**config.mk**
```make
export PLATFORM = sky130hd
export DESIGN_NAME = hazard_controller_flat
export DESIGN_NICKNAME = d
export VERILOG_FILES = /design/src/rtl/pipe_pkg.sv /design/src/rtl/hazard_controller_if.sv /design/src/rtl/fwd_select.sv /design/src/rtl/hazard_controller.sv /design/src/flat_wrapper.sv
export SDC_FILE = /design/constraint.sdc
export NUM_CORES = 1
export LEC_CHECK = 0
export CORE_UTILIZATION = 40
export CTS_BUF_LIST = sky130_fd_sc_hd__clkbuf_8 sky130_fd_sc_hd__clkbuf_16
export DETAILED_ROUTE_END_ITERATION = 10
export PLACE_DENSITY = 0.66
export SETUP_SLACK_MARGIN = 0.3
export SLEW_MARGIN = 40
export SYNTH_ARGS = -nofsm -noshare
export SYNTH_HDL_FRONTEND = slang
export SYNTH_SLANG_ARGS = --single-unit
```
**constraint.sdc**
```tcl
create_clock -name clk -period 2.6 [get_ports clk]
set_input_delay 0.52 -clock clk [delete_from_list [all_inputs] [get_ports clk]]
set_output_delay 0.52 -clock clk [all_outputs]
set_load 0.005 [all_outputs]
```
**src/rtl/pipe_pkg.sv**
```systemverilog
// Shared pipeline types for the hazard controller: stage bookkeeping entries and
// operand-forward select encodings.
package pipe_pkg;

  localparam int unsigned PIPE_REG_W = 5;

  localparam logic [1:0] FWD_RF  = 2'd0;
  localparam logic [1:0] FWD_EX  = 2'd1;
  localparam logic [1:0] FWD_MEM = 2'd2;
  localparam logic [1:0] FWD_WB  = 2'd3;

  typedef struct packed {
    logic                  vld;
    logic [PIPE_REG_W-1:0] rd;
    logic                  wr;
    logic                  ld;
  } stage_entry_t;

  // Register 0 is hardwired, so when r0_zero is set it never produces a hazard.
  function automatic logic stage_match(stage_entry_t e, logic [PIPE_REG_W-1:0] r,
                                       logic r0_zero);
    return e.vld & e.wr & (e.rd == r) & ~(r0_zero & (r == '0));
  endfunction

endpackage

```
**src/rtl/hazard_controller_if.sv**
```systemverilog
// Decode-side hazard bus: decode operand/destination info in, sequencing controls,
// forwarding selects and counters out.
interface hazard_controller_if #(
  parameter int unsigned REG_W = 5,
  parameter int unsigned CNT_W = 16
);
  logic [REG_W-1:0] RaD;
  logic [REG_W-1:0] RbD;
  logic             UseAD;
  logic             UseBD;
  logic [REG_W-1:0] RwD;
  logic             RegWrD;
  logic             LoadD;
  logic             JumpD;
  logic             BranchTakenE;
  logic             IdValid;
  logic             PcHold;
  logic             IrHold;
  logic             BubbleE;
  logic             FlushIF;
  logic             FlushID;
  logic [1:0]       FwdA;
  logic [1:0]       FwdB;
  logic [CNT_W-1:0] StallCnt;
  logic [CNT_W-1:0] FlushCnt;

  modport master (
    output RaD, RbD, UseAD, UseBD, RwD, RegWrD, LoadD, JumpD, BranchTakenE,
    input  IdValid, PcHold, IrHold, BubbleE, FlushIF, FlushID, FwdA, FwdB, StallCnt, FlushCnt
  );

  modport slave (
    input  RaD, RbD, UseAD, UseBD, RwD, RegWrD, LoadD, JumpD, BranchTakenE,
    output IdValid, PcHold, IrHold, BubbleE, FlushIF, FlushID, FwdA, FwdB, StallCnt, FlushCnt
  );
endinterface

```
**src/rtl/fwd_select.sv**
```systemverilog
// Priority forward select for one decode source: youngest in-flight writer wins.
module fwd_select
  import pipe_pkg::*;
#(
  parameter bit R0_ZERO = 1'b1
) (
  input  logic [PIPE_REG_W-1:0] src_i,
  input  logic                  use_i,
  input  stage_entry_t          ex_i,
  input  stage_entry_t          mem_i,
  input  stage_entry_t          wb_i,
  output logic [1:0]            sel_o
);

  always_comb begin
    sel_o = FWD_RF;
    if (use_i) begin
      if (stage_match(ex_i, src_i, R0_ZERO)) begin
        sel_o = FWD_EX;
      end else if (stage_match(mem_i, src_i, R0_ZERO)) begin
        sel_o = FWD_MEM;
      end else if (stage_match(wb_i, src_i, R0_ZERO)) begin
        sel_o = FWD_WB;
      end
    end
  end

endmodule

```
**src/rtl/hazard_controller.sv**
```systemverilog
// 5-stage pipeline hazard controller: load-use stall, control-transfer flush,
// decode forwarding selects and saturating stall/flush counters.
module hazard_controller
  import pipe_pkg::*;
#(
  parameter int unsigned REG_W   = PIPE_REG_W,
  parameter int unsigned CNT_W   = 16,
  parameter bit          R0_ZERO = 1'b1
) (
  input logic               clk,
  input logic               rst_n,
  hazard_controller_if.slave bus
);

  logic         id_vld_q, id_vld_d;
  stage_entry_t ex_q, ex_d, mem_q, wb_q;
  logic [CNT_W-1:0] stall_cnt_q, stall_cnt_d;
  logic [CNT_W-1:0] flush_cnt_q, flush_cnt_d;

  logic       load_use, stall, flush_if, flush_id, bubble;
  logic [1:0] fwd_a_raw, fwd_b_raw;

  fwd_select #(.R0_ZERO(R0_ZERO)) u_fwd_a (
    .src_i (bus.RaD),
    .use_i (bus.UseAD),
    .ex_i  (ex_q),
    .mem_i (mem_q),
    .wb_i  (wb_q),
    .sel_o (fwd_a_raw)
  );

  fwd_select #(.R0_ZERO(R0_ZERO)) u_fwd_b (
    .src_i (bus.RbD),
    .use_i (bus.UseBD),
    .ex_i  (ex_q),
    .mem_i (mem_q),
    .wb_i  (wb_q),
    .sel_o (fwd_b_raw)
  );

  // A taken branch kills the dependent instruction, so it overrides the stall.
  always_comb begin
    load_use = id_vld_q & ex_q.ld &
               ((bus.UseAD & stage_match(ex_q, bus.RaD, R0_ZERO)) |
                (bus.UseBD & stage_match(ex_q, bus.RbD, R0_ZERO)));
    stall    = load_use & ~bus.BranchTakenE;
    flush_id = bus.BranchTakenE;
    flush_if = bus.BranchTakenE | (id_vld_q & bus.JumpD & ~stall);
    bubble   = stall | flush_id;
  end

  always_comb begin
    ex_d = '0;
    if (!bubble) begin
      ex_d.vld = id_vld_q;
      ex_d.rd  = bus.RwD;
      ex_d.wr  = bus.RegWrD;
      ex_d.ld  = bus.LoadD;
    end

    if (stall) begin
      id_vld_d = id_vld_q;
    end else if (flush_if) begin
      id_vld_d = 1'b0;
    end else begin
      id_vld_d = 1'b1;
    end

    stall_cnt_d = stall_cnt_q;
    if (stall && !(&stall_cnt_q)) begin
      stall_cnt_d = stall_cnt_q + CNT_W'(1);
    end
    flush_cnt_d = flush_cnt_q;
    if (flush_if && !(&flush_cnt_q)) begin
      flush_cnt_d = flush_cnt_q + CNT_W'(1);
    end
  end

  always_ff @(posedge clk or negedge rst_n) begin
    if (!rst_n) begin
      id_vld_q    <= 1'b0;
      ex_q        <= '0;
      mem_q       <= '0;
      wb_q        <= '0;
      stall_cnt_q <= '0;
      flush_cnt_q <= '0;
    end else begin
      id_vld_q    <= id_vld_d;
      ex_q        <= ex_d;
      mem_q       <= ex_q;
      wb_q        <= mem_q;
      stall_cnt_q <= stall_cnt_d;
      flush_cnt_q <= flush_cnt_d;
    end
  end

  // Every output is held low while reset is asserted, even if inputs are active.
  always_comb begin
    bus.IdValid  = rst_n & id_vld_q;
    bus.PcHold   = rst_n & stall;
    bus.IrHold   = rst_n & stall;
    bus.BubbleE  = rst_n & bubble;
    bus.FlushIF  = rst_n & flush_if;
    bus.FlushID  = rst_n & flush_id;
    bus.FwdA     = (rst_n & id_vld_q & ~stall) ? fwd_a_raw : FWD_RF;
    bus.FwdB     = (rst_n & id_vld_q & ~stall) ? fwd_b_raw : FWD_RF;
    bus.StallCnt = rst_n ? stall_cnt_q : '0;
    bus.FlushCnt = rst_n ? flush_cnt_q : '0;
  end

endmodule

```
**src/flat_wrapper.sv**
```systemverilog
// flat-port wrapper written by rule: the top's interface ports become plain ports
module hazard_controller_flat import pipe_pkg::*;
#(
  parameter int unsigned REG_W   = PIPE_REG_W,
  parameter int unsigned CNT_W   = 16,
  parameter bit          R0_ZERO = 1'b1
)
  (clk, rst_n, bus_RaD, bus_RbD, bus_UseAD, bus_UseBD, bus_RwD, bus_RegWrD, bus_LoadD, bus_JumpD, bus_BranchTakenE, bus_IdValid, bus_PcHold, bus_IrHold, bus_BubbleE, bus_FlushIF, bus_FlushID, bus_FwdA, bus_FwdB, bus_StallCnt, bus_FlushCnt);
  hazard_controller_if #(.REG_W(REG_W), .CNT_W(CNT_W)) bus_i ();
  input logic clk;
  input logic rst_n;
  input wire logic [$bits(bus_i.RaD)-1:0] bus_RaD;
  input wire logic [$bits(bus_i.RbD)-1:0] bus_RbD;
  input wire logic [$bits(bus_i.UseAD)-1:0] bus_UseAD;
  input wire logic [$bits(bus_i.UseBD)-1:0] bus_UseBD;
  input wire logic [$bits(bus_i.RwD)-1:0] bus_RwD;
  input wire logic [$bits(bus_i.RegWrD)-1:0] bus_RegWrD;
  input wire logic [$bits(bus_i.LoadD)-1:0] bus_LoadD;
  input wire logic [$bits(bus_i.JumpD)-1:0] bus_JumpD;
  input wire logic [$bits(bus_i.BranchTakenE)-1:0] bus_BranchTakenE;
  output wire logic [$bits(bus_i.IdValid)-1:0] bus_IdValid;
  output wire logic [$bits(bus_i.PcHold)-1:0] bus_PcHold;
  output wire logic [$bits(bus_i.IrHold)-1:0] bus_IrHold;
  output wire logic [$bits(bus_i.BubbleE)-1:0] bus_BubbleE;
  output wire logic [$bits(bus_i.FlushIF)-1:0] bus_FlushIF;
  output wire logic [$bits(bus_i.FlushID)-1:0] bus_FlushID;
  output wire logic [$bits(bus_i.FwdA)-1:0] bus_FwdA;
  output wire logic [$bits(bus_i.FwdB)-1:0] bus_FwdB;
  output wire logic [$bits(bus_i.StallCnt)-1:0] bus_StallCnt;
  output wire logic [$bits(bus_i.FlushCnt)-1:0] bus_FlushCnt;
  assign bus_i.RaD = bus_RaD;
  assign bus_i.RbD = bus_RbD;
  assign bus_i.UseAD = bus_UseAD;
  assign bus_i.UseBD = bus_UseBD;
  assign bus_i.RwD = bus_RwD;
  assign bus_i.RegWrD = bus_RegWrD;
  assign bus_i.LoadD = bus_LoadD;
  assign bus_i.JumpD = bus_JumpD;
  assign bus_i.BranchTakenE = bus_BranchTakenE;
  assign bus_IdValid = bus_i.IdValid;
  assign bus_PcHold = bus_i.PcHold;
  assign bus_IrHold = bus_i.IrHold;
  assign bus_BubbleE = bus_i.BubbleE;
  assign bus_FlushIF = bus_i.FlushIF;
  assign bus_FlushID = bus_i.FlushID;
  assign bus_FwdA = bus_i.FwdA;
  assign bus_FwdB = bus_i.FwdB;
  assign bus_StallCnt = bus_i.StallCnt;
  assign bus_FlushCnt = bus_i.FlushCnt;
  hazard_controller #(.REG_W(REG_W), .CNT_W(CNT_W), .R0_ZERO(R0_ZERO)) u_core (.clk(clk), .rst_n(rst_n), .bus(bus_i));
endmodule
```
==> summary.md, run 1 <==
| Metric | Value |
|---|---|
| Largest net degree at the start of global routing | 70 |
| Fill cell count | 562 |
| Area leader, netlist | dfrtp_1 |
| Clk root buf | clkbuf_8 |
| Slowest stage delay, CP | 0.46 ns |
| Post-synth EDFFs | 0 |
| CP cell instances | xnor2_2 -> nand4_1 -> buf_4 -> buf_6 -> buf_6 -> buf_6 -> buf_6 -> or3_4 -> buf_6 -> a21oi_2 -> buf_2 |
| Max Cap Viol | 0 |
| Vias post-DR | 2536 |
| Register Area | approximately 1400 um^2 |
| Antenna violations before repair | 0 |
| Leak | 1.94 nW |
| Vias in the first global route | 2445 |
| Sw power | roughly 0.57 mW |
| Die area | between 7000 and 8000 um^2 |
| HP Class | input pin to async pin |
| Starting Density | between 40% and 50% |
| CTS Sinks | 55 |
| Vias per std cell | just over 5 |
| Worst setup EP type | primary output |
| Final setup viols | 18 |
| Commonest non-fill, non-tap cell in the layout | dfrtp_1 |
| Antenna-violating nets left | 0 |
| Logic pwr share | around a fifth |
| Kind of critical path | flip-flop to primary output |
| Synth top area cells | dfrtp_1 (47%), xnor2_1 (14%), and2_1 (9.3%) |
| Ys flop type | dfrtp_1 |
| Max stage delay cell, worst path | dfrtp_2 |
| Critical path's most frequent cell | buf_6 |
| DR WL/cell | approximately 15 um |
| Peak supply drop | between 0.0004 and 0.0005 V |
| Drt drc | 0 |
| Register bit total from synthesis | 55 |
| IO Count | 65 |
| Chip height | between 80 and 90 um |
| H-tree depth | 2 |
| Avg Cell Area, Syn | slightly above 10 um^2 |
| First-pass GRT wire length | ~12000 um |
| Netlist cell types | 34 |
| Slew HR | around three fifths |
| Commonest non-fill, non-tap cells in the layout | dfrtp_1 (54), clkdlybuf4s50_1 (44), and2_1 (43) |
| Post-Synthesis Cells | about 280 |
| Post-synth top area share | between 40% and 50% |
| Final WS setup | -0.302 ns |
| Area Overhead vs Synth | 57.8% |
| Drt pass-1 iters | 4 |
| Max frequency | between 300 and 400 MHz |
| Worst Tran Pin Value | 0.617 ns |
| GPL Wtd Cong | 0.842 |
| Pwr Total | ~2.1 mW |
| Power density cells | around 460 nW/um^2 |
| WP buf/inv | 7 |
| Sequential Power Share | 49.5% |
| Worst hold slack | around 0.22 ns |
| Mapped cell area | around 2900 um^2 |
| Post-synthesis sequential area ratio | a little under half |
| Cell Rows | 30 |
| Internal power | approximately 1.5 mW |
| Clock transition at the registers of the reported paths | between 0.1 and 0.15 ns |
| Gr ovfl total | 0 |
| Net Count, Synth | around 310 |
| CTS tree | yes |
| Final Skew | between 0.006 and 0.007 ns |
| Final Slew Violations | 0 |
| Die Wd | 87.2 um |
| Max Buffers Root-to-Sink | 2 |
| Async SR Flop Fraction | between 90% and 100% |
| Failing checks | setup timing |
| Min cycle time layout | roughly 2.9 ns |
| DR iter-0 viols | about 120 |
| CP delay by family, top | buffers and inverters |
| Diodes inserted | 0 |
| Worst setup SP type | flip-flop |
| Final Hold Vio Count | 0 |
| Reg2reg setup slack | -0.09 ns |
| CP max FO | 2 |
| Share of cells above drive strength 1 | between 30% and 40% |
| Synth warnings | 0 |
| Detailed Place HPWL | between 5000 and 6000 um |
| CTS buffer count | 5 |
| Tcrit/Tclk final | 112% |
| WL final | between 7000 and 8000 um |
| Sw Share | a little over a quarter |
| Status | complete, but fails checks |
| Worst skew pair latency | about 0.31 ns |
| Critical path required time | approximately 2.1 ns |
| Nets | 428 |
| Core Region | between 6000 and 7000 um^2 |
| Arrival time worst endpoint | approximately 2.4 ns |
| Clock power frac | 29.1% |
| Number of port buffers | 64 |
| RSZ-0062 raised after global routing | true |
| Area of the multi-input gates | 1820 um^2 |
| Total global-route track usage | about a fifth |
[synthesized netlist by cell type (2+ instances only)]
| cell | count |
|---|---|
| and2_1 | 43 |
| nand3_1 | 23 |
| clkbuf_1 | 6 |
| a31oi_1 | 2 |
| ha_1 | 2 |
| nor4_1 | 4 |
| xnor2_1 | 48 |
| nand2b_1 | 2 |
| and3_1 | 7 |
| and4_1 | 4 |
| nor2_1 | 12 |
| mux2_2 | 3 |
| dfrtp_1 | 55 |
| inv_1 | 2 |
| nand2_1 | 14 |
| nand3b_1 | 2 |
| a21oi_1 | 3 |
| or4_1 | 2 |
| o21ai_0 | 2 |
| xor2_1 | 11 |
| nor3_1 | 9 |
| nand4_1 | 15 |
[per-stage QoR]
step	setup WS (ns)	setup TNS, ns	std cells	area, um^2	utilization [%]
floorplan	0.198	0	283	2990	-
global placement	-0.820	-11.95	469	3980	57.6
detailed placement	-0.852	-13.56	469	3980	57.6
CTS	-0.174	-1.07	495	4350	63.0
global route	-0.375	-4.04	500	4580	66.3
finish	-0.302	-2.53	500	4580	66.3
[power by group through the flow]
stage | clock (mW) | sequential, mW | combinational (mW)
6_report | 0.611 | 1.04 | 0.449
5_1_grt | 0.654 | 1.05 | 0.487
4_1_cts | 0.624 | 1.03 | 0.412
3_5_place_dp | 0 | 1.05 | 0.400
3_3_place_gp | 0 | 1.04 | 0.389
2_1_floorplan | 0 | 1.02 | 0.200
[path summary, 6_finish.rpt]
path | end | startpoint | cells past startpoint
worst min-delay path | u_core.flush_cnt_q[9]$_DFFE_PN0P_ | rst_n | 2
worst max-delay path | bus_FwdB[0] | u_core.ex_q[4]$_DFF_PN0_ | 11
worst min register to register | u_core.wb_q[1]$_DFF_PN0_ | u_core.mem_q[1]$_DFF_PN0_ | 0
min in group clk | u_core.wb_q[1]$_DFF_PN0_ | u_core.mem_q[1]$_DFF_PN0_ | 0
max in group asynchronous | u_core.ex_q[4]$_DFF_PN0_ | rst_n | 2
worst max register to register | u_core.stall_cnt_q[11]$_DFFE_PN0P_ | u_core.ex_q[4]$_DFF_PN0_ | 11
[what timing repair did]
| action | 4_1_cts | 5_1_grt |
|---|---|---|
| hold buffers | 0 | 0 |
| pin swaps | 28 | 16 |
| resized for setup | 97 | 34 |
| cloned | 1 | 0 |
| setup endpoints to repair | 36 | 41 |
| hold endpoints to repair | 0 | 0 |
| buffers inserted | 17 | 5 |
[kinds of logic (layout without fill, tap and decap cells)]
kind of cell / count (synthesis) / after routing / share of synthesized area [%]
buffers and inverters: 11 / 132 / 1.85
and+or+nand+nor: 142 / 142 / 28.1
muxes: 3 / 3 / 1.16
AOI/OAI and AO/OA: 11 / 11 / 2.80
adders and majority gates: 2 / 2 / 0.862
DFF: 55 / 55 / 47.4
xor gates and xnor gates: 59 / 59 / 17.8
[flip-flops by register name (all words and copies together) (netlist names)]
signal	flops
u_core.stall_cnt_q	16
u_core.id_vld_q	1
u_core.flush_cnt_q	16
u_core.wb_q	7
u_core.mem_q	7
u_core.ex_q	8
[routing by layer]
layer	global-route usage, %	part of all wire (%)
met5	0	0
met4	6.26	1.6
met3	2.37	3.2
met2	35.4	51
met1	25.9	44
[worst register-to-register path, stage by stage (launching register included)]
cell and delay (ns):
dfrtp_2 0.46, xnor2_2 0.19, nand4_1 0.16, or4b_4 0.60, buf_6 0.15, buf_6 0.10
buf_6 0.10, a211oi_4 0.27, buf_6 0.16, buf_16 0.13, nand4_1 0.11, xnor2_1 0.14
[final cells by class]
class | instances | share of cell area, %
multi-input combinational | 217 | 39.6
sequential | 55 | 30.1
timing repair buffer | 122 | 24.8
tap | 96 | 2.62
clock buffer | 6 | 1.80
clock inverter | 2 | 0.847
inverter | 2 | 0.164
No activity file was read; power rests on OpenSTA's default activity.
==> run 2, diff against run 1 <==
DONT_BUFFER_PORTS = 1   (was unset)
PLACE_DENSITY = unset   (was 0.66)
==> run 2 against run 1 <==
The run now ends clean. Core utilization is 17 points lower. Non-clock buffer count decreased by 105. Clock-buffer cell count is the same. Critical endpoint is now bus_FwdA[0]. Largest cell class unchanged.
==> summary.md, run 2 (same netlist as run 1, synthesis figures left out) <==
| Metric | Value |
|---|---|
| Min cycle time layout | 2.55 ns (-0.351 ns) |
| Critical path required time | 2.08 ns (about the same) |
| Vias in the first global route | 2049 (-16%) |
| Max Cap Viol | 0 (unchanged) |
| HP Class | input pin to async pin |
| Fill cell count | 654 (+16%) |
| Die area | 7600 um^2 (unchanged) |
| Max Buffers Root-to-Sink | 2 (unchanged) |
| Drt pass-1 iters | 4 (unchanged) |
| CP cell instances | xor2_1 -> nor4_2 -> nand4bb_4 -> a21o_1 -> buf_6 -> nand3_4 -> a21oi_2 |
| Share of cells above drive strength 1 | 17.7% (-14 points) |
| Final Slew Violations | 0 (unchanged) |
| Kind of critical path | flip-flop to primary output |
| Met1 wire length | 2910 um (-11%) |
| Worst skew pair latency | 0.30 ns (about the same) |
| Max frequency | 392 MHz (+14%) |
| Sw Share | 27.8% (+0.58 points) |
| Detailed Place HPWL | 4290 um (-15%) |
| IO Count | 65 (unchanged) |
| DR WL/cell | 15.8 um (+5.6%) |
| Final WS setup | 0.0491 ns (+0.351 ns) |
| First-pass GRT wire length | 10000 um (-15%) |
| CTS tree | yes |
| Antenna violations before repair | 1 (+1) |
| Largest net degree at the start of global routing | 90 (+29%) |
| Worst setup EP type | primary output |
| Detail Route met3 WL | 328 um (+37%) |
| Slew HR | 64.4% (+5.9 points) |
| Commonest non-fill, non-tap cell in the layout | dfrtp_1 |
| Clock power frac | 28.1% (-1.0 points) |
| Starting Density | 42.0% (unchanged) |
| Final setup viols | 0 (-18) |
| Clock transition at the registers of the reported paths | 0.10 ns (about the same) |
| Status | completed |
| Drt drc | 0 (unchanged) |
| Internal power | 1.30 mW (-15%) |
| Gr ovfl total | 0 (unchanged) |
| Total global-route track usage | 17.0% (-3.1 points) |
| CTS Sinks | 55 (unchanged) |
| Nets | 323 (-25%) |
| Leak | 1.34 nW (-31%) |
| Clk root buf | clkbuf_8 |
| Cell Rows | 30 (unchanged) |
| Tcrit/Tclk final | 98.1% (-14 points) |
| DR iter-0 viols | 71 (-38%) |
| CTS buffer count | 5 (unchanged) |
| Logic pwr share | 14.3% (-7.1 points) |
| GPL Wtd Cong | 0.832 (-1.1%) |
| Die Wd | 87.2 um (unchanged) |
| Core Region | 6910 um^2 (unchanged) |
| Finished Core Util | 49.1% (-17 points) |
| Top routing layer used | met4 |
| RSZ-0062 raised after global routing | true |
| Commonest non-fill, non-tap cells in the layout | dfrtp_1 (55), xnor2_1 (47), and2_1 (43) |
| Antenna-violating nets left | 0 (unchanged) |
| Sequential Power Share | 57.6% (+8.1 points) |
| CP max FO | 4 (+2) |
| Chip height | 87.2 um (unchanged) |
| Power density cells | 531 nW/um^2 (+16%) |
| Area Overhead vs Synth | 16.8% |
| Worst Tran Pin Value | 0.533 ns (-0.0830 ns) |
| DP Worst Slack | 0.163 ns (+1.01 ns) |
| Arrival time worst endpoint | 2.03 ns (-0.35 ns) |
| Worst setup SP type | flip-flop |
| Vias post-DR | 2091 (-18%) |
| Max stage delay cell, worst path | dfrtp_1 |
| WL final | 6260 um (-16%) |
| Register Area | 1380 um^2 (about the same) |
| Met2 wire len | 2950 um (-23%) |
| Final Skew | 0.00935 ns (+0.00249 ns) |
| Vias per std cell | 5.28 (+4.1%) |
| Number of port buffers | 0 (-100%) |
| Area of the multi-input gates | 1620 um^2 (-11%) |
| Peak supply drop | 0.000336 V (-25%) |
| Final Hold Vio Count | 0 (unchanged) |
| H-tree depth | 2 (unchanged) |
| Slowest stage delay, CP | 0.44 ns (-0.02 ns) |
| Sw power | 0.501 mW (-12%) |
| Biggest regs | u_core.flush_cnt_q (16), u_core.stall_cnt_q (16), u_core.ex_q (8) |
## run 2: path summary, 6_finish.rpt
| check | slack (ns) | to | cells past startpoint | from |
|---|---|---|---|---|
| worst max-delay path | 0.05 | bus_FwdA[0] | 7 | u_core.ex_q[5]$_DFF_PN0_ |
| worst max register to register | 0.15 | u_core.stall_cnt_q[1]$_DFFE_PN0P_ | 8 | u_core.ex_q[3]$_DFF_PN0_ |
| worst min-delay path | 0.08 | u_core.flush_cnt_q[4]$_DFFE_PN0P_ | 1 | rst_n |
| max in group asynchronous | 2.28 | u_core.stall_cnt_q[1]$_DFFE_PN0P_ | 1 | rst_n |
| min in group clk | 0.33 | u_core.ex_q[4]$_DFF_PN0_ | 1 | bus_RwD[2] |
| worst min register to register | 0.39 | u_core.wb_q[7]$_DFF_PN0_ | 0 | u_core.mem_q[7]$_DFF_PN0_ |
## run 2: area by class of cell
class                   count  share of cell area, %
flip-flops and latches     55                   40.6
clock inverters             2                  0.480
repair buffers             17                   4.91
well taps                  96                   3.54
diodes                      1                 0.0738
inverters                   2                  0.221
clock buffers               6                   2.44
multi-input cells         217                   47.7
## run 2: timing repair
action                                  4_1_cts  5_1_grt
gates cloned                                  0        1
endpoints found under the setup margin        8       24
hold endpoints to repair                     55       55
setup buffers                                 7        3
resized for setup                             7       14
pin swaps                                     6        7
## run 2: power by group through the flow
stage                     Clock [mW]  Sequential, mW  Combinational, mW
after floorplan                    0            1.02              0.200
after global placement             0            1.05              0.223
after detailed placement           0            1.05              0.229
after CTS                      0.524            1.03              0.237
after global routing           0.558            1.05              0.295
final                          0.505            1.04              0.258
## run 2: critical path: cells and delay by family, from the launching register on
family          cells  cell delay (ns)
compound gates      2             0.31
flops               1             0.44
simple gates        3             0.68
xor+xnor            1             0.17
buf+inv             1             0.13
## run 2: per-layer routing
layer  vias to the layer above  GRT usage (%)
li1                        993              -
met1                      1042           22.8
met2                        48           28.2
met3                         8           3.51
met4                         0           4.62
met5                         -              0
## run 2: metrics by stage
| step | TNS [ns] | hold WS [ns] | total power, mW | instances | area, um^2 |
|---|---|---|---|---|---|
| CTS | 0 | -0.113 | 1.79 | 390 | 3280 |
| global placement | 0 | 0.227 | 1.27 | 375 | 3090 |
| floorplan | 0 | 0.224 | 1.22 | 283 | 2990 |
| finish | 0 | 0.0769 | 1.80 | 396 | 3390 |
| global route | -0.244 | 0.0795 | 1.91 | 396 | 3390 |
| detailed placement | 0 | 0.228 | 1.28 | 375 | 3090 |
==> run 3, diff against run 2 <==
SKIP_LAST_GASP = 1   (was unset)
==> run 3 against run 2 <==
Via count is 0.53% lower. Critical path type unchanged. Non-clock buffer count stayed put. Highest routed layer unchanged. Largest power group unchanged. Final area fell by 0.52%. Register-to-register slack barely moved. Sequential share of layout area up 0.21 points.
==> summary.md, run 3 (same netlist as run 1, synthesis figures left out) <==
| Metric | Value |
|---|---|
| Drt pass-1 iters | 4 (unchanged) |
| Worst setup SP type | flip-flop |
| GPL Wtd Cong | 0.832 (unchanged) |
| Antenna violations before repair | 1 (unchanged) |
| Sequential Power Share | 57.7% (about the same) |
| Commonest non-fill, non-tap cells in the layout | dfrtp_1 (55), xnor2_1 (47), and2_1 (43) |
| Vias per std cell | 5.25 (-0.53%) |
| Max Cap Viol | 0 (unchanged) |
| Clock power frac | 28.0% (about the same) |
| CTS tree | yes |
| Post-route cell area | 3370 um^2 (-0.52%) |
| R2R cell count | 8 (unchanged) |
| Drt drc | 0 (unchanged) |
| Critical path required time | 2.08 ns (about the same) |
| Clock transition at the registers of the reported paths | 0.10 ns (about the same) |
| Leak | 1.34 nW (about the same) |
| Dpl cell area | 3090 um^2 (unchanged) |
| Final Slew Violations | 0 (unchanged) |
| Detailed Place HPWL | 4290 um (unchanged) |
| Worst hold slack | 0.0794 ns (+0.00248 ns) |
| Gr ovfl total | 0 (unchanged) |
| Fill cell count | 658 (+0.61%) |
| Slew HR | 63.9% (-0.56 points) |
| Cell Rows | 30 (unchanged) |
| Number of port buffers | 0 (unchanged) |
| Largest net degree at the start of global routing | 90 (unchanged) |
| End of the critical path | bus_FwdA[0] |
| Internal power | 1.30 mW (about the same) |
| Power density cells | 533 nW/um^2 (+0.39%) |
| Finished Core Util | 48.8% (-0.25 points) |
| Sw Share | 27.8% (-0.066 points) |
| CP max FO | 4 (unchanged) |
| CTS Sinks | 55 (unchanged) |
| Final Hold Vio Count | 0 (unchanged) |
| H-tree depth | 2 (unchanged) |
| Worst setup EP type | primary output |
| Commonest non-fill, non-tap cell in the layout | dfrtp_1 |
| Reg2reg setup slack | 0.15 ns (about the same) |
| Clk root buf | clkbuf_8 |
| Tcrit/Tclk final | 98.0% (about the same) |
| Vias in the first global route | 2049 (unchanged) |
| Pwr Total | 1.80 mW (-0.13%) |
| Stages on the worst setup path | 7 (unchanged) |
| Slowest stage delay, CP | 0.44 ns (about the same) |
| Die area | 7600 um^2 (unchanged) |
| Starting Density | 42.0% (unchanged) |
| Max Buffers Root-to-Sink | 2 (unchanged) |
| Max stage delay cell, worst path | dfrtp_1 |
| DP Cell Count | 375 (unchanged) |
| Total global-route track usage | 17.0% (unchanged) |
| R2R Path Start | u_core.ex_q[3]$_DFF_PN0_ |
| Vias post-DR | 2080 (-0.53%) |
| DP Worst Slack | 0.163 ns (unchanged) |
| Arrival time worst endpoint | 2.03 ns (about the same) |
| CTS buffer count | 5 (unchanged) |
| Antenna-violating nets left | 0 (unchanged) |
| Logic pwr share | 14.3% (about the same) |
| Layout Cells excl Fill | 396 (unchanged) |
| Sw power | 0.499 mW (-0.37%) |
| First-pass GRT wire length | 10000 um (unchanged) |
| Biggest regs | u_core.flush_cnt_q (16), u_core.stall_cnt_q (16), u_core.ex_q (8) |
| Core Region | 6910 um^2 (unchanged) |
| Min cycle time layout | 2.55 ns (-0.00223 ns) |
| Share of cells above drive strength 1 | 17.1% (-0.67 points) |
| Chip height | 87.2 um (unchanged) |
| CP delay by family, top | simple AND/OR/NAND/NOR gates |
| IO Count | 65 (unchanged) |
| Final Skew | 0.00854 ns (-0.000807 ns) |
| Kind of critical path | flip-flop to primary output |
| Max frequency | 392 MHz (about the same) |
| Nets | 323 (unchanged) |
| Die Wd | 87.2 um (unchanged) |
| Final setup viols | 0 (unchanged) |
| CP startpoint | u_core.ex_q[5]$_DFF_PN0_ |
| WL final | 6250 um (about the same) |
| Worst Tran Pin Value | 0.542 ns (+0.00834 ns) |
| Area Overhead vs Synth | 16.2% |
| Peak supply drop | 0.000336 V (about the same) |
| Setup TNS | 0 ns (unchanged) |
| CP cell instances | xor2_1 -> nor4_2 -> nand4bb_4 -> a21o_1 -> buf_6 -> nand3_4 -> a21oi_2 |
| HP Class | input pin to async pin |
| DR WL/cell | 15.8 um (about the same) |
| Final WS setup | 0.0513 ns (+0.00223 ns) |
| DR iter-0 viols | 67 (-5.6%) |
| WP buf/inv | 1 (unchanged) |
| Worst R2R End | u_core.stall_cnt_q[1]$_DFFE_PN0P_ |
| Worst skew pair latency | 0.30 ns (about the same) |
| Status | completed |
| RSZ-0062 raised after global routing | true |
-- run 3: changes by cell type in the layout (fill, tap and decap cells not counted) --
cell,previous run,this run
nand3_1,19,20
nand3_2,2,1
nor2_2,4,5
nor2_4,3,2
xor2_1,10,11
xor2_2,1,0
-- run 3: timing repair --
item,in CTS,in global routing
endpoints found under the hold margin,55,55
cloned,0,1
endpoints found under the setup margin,8,24
gates resized for setup,7,11
pin swaps,6,5
buffers inserted,7,3
-- run 3: cell type report --
type	count	area [um^2]	area share (%)
Clock buffer	6	82.6	2.45
Antenna cell	1	2.50	0.0742
Timing Repair Buffer	17	166	4.93
Clock inverter	2	16.3	0.482
Inverter	2	7.51	0.223
Sequential cell	55	1380	40.8
Multi-Input combinational cell	217	1600	47.5
Tap cell	96	120	3.56
-- run 3: worst min path at each step --
stage | startpoint | endpoint | slack, ns | cells after the start
2_1_floorplan | rst_n | u_core.ex_q[0]$_DFF_PN0_ | 0.22 | 0
3_3_place_gp | rst_n | u_core.flush_cnt_q[3]$_DFFE_PN0P_ | 0.23 | 0
3_5_place_dp | rst_n | u_core.flush_cnt_q[1]$_DFFE_PN0P_ | 0.23 | 0
4_1_cts | rst_n | u_core.wb_q[1]$_DFF_PN0_ | -0.11 | 0
5_1_grt | rst_n | u_core.flush_cnt_q[4]$_DFFE_PN0P_ | 0.08 | 1
6_report | rst_n | u_core.flush_cnt_q[4]$_DFFE_PN0P_ | 0.08 | 1
-- run 3: power groups by stage --
stage	Clock [mW]	Combinational, mW	Sequential, mW
global route	0.558	0.294	1.05
detailed placement	0	0.229	1.05
CTS	0.524	0.237	1.03
floorplan	0	0.200	1.02
global placement	0	0.223	1.05
finish	0.504	0.256	1.04
-- run 3: worst register-to-register path: stages, from the launching register on --
cell and delay [ns]:
dfrtp_1 0.45, xnor2_2 0.14, nand3_1 0.10, or4b_4 0.57, buf_4 0.17, buf_4 0.13, a211oi_4 0.27, buf_6 0.18
mux2_2 0.33
-- run 3: metal layers --
| metal | vias to the layer above | GRT usage (%) | routed length, um |
|---|---|---|---|
| li1 | 995 | - | - |
| met1 | 1035 | 22.8 | 2940 |
| met2 | 46 | 28.2 | 2970 |
| met3 | 4 | 3.51 | 285 |
| met4 | 0 | 4.62 | 53 |
| met5 | - | 0 | 0 |
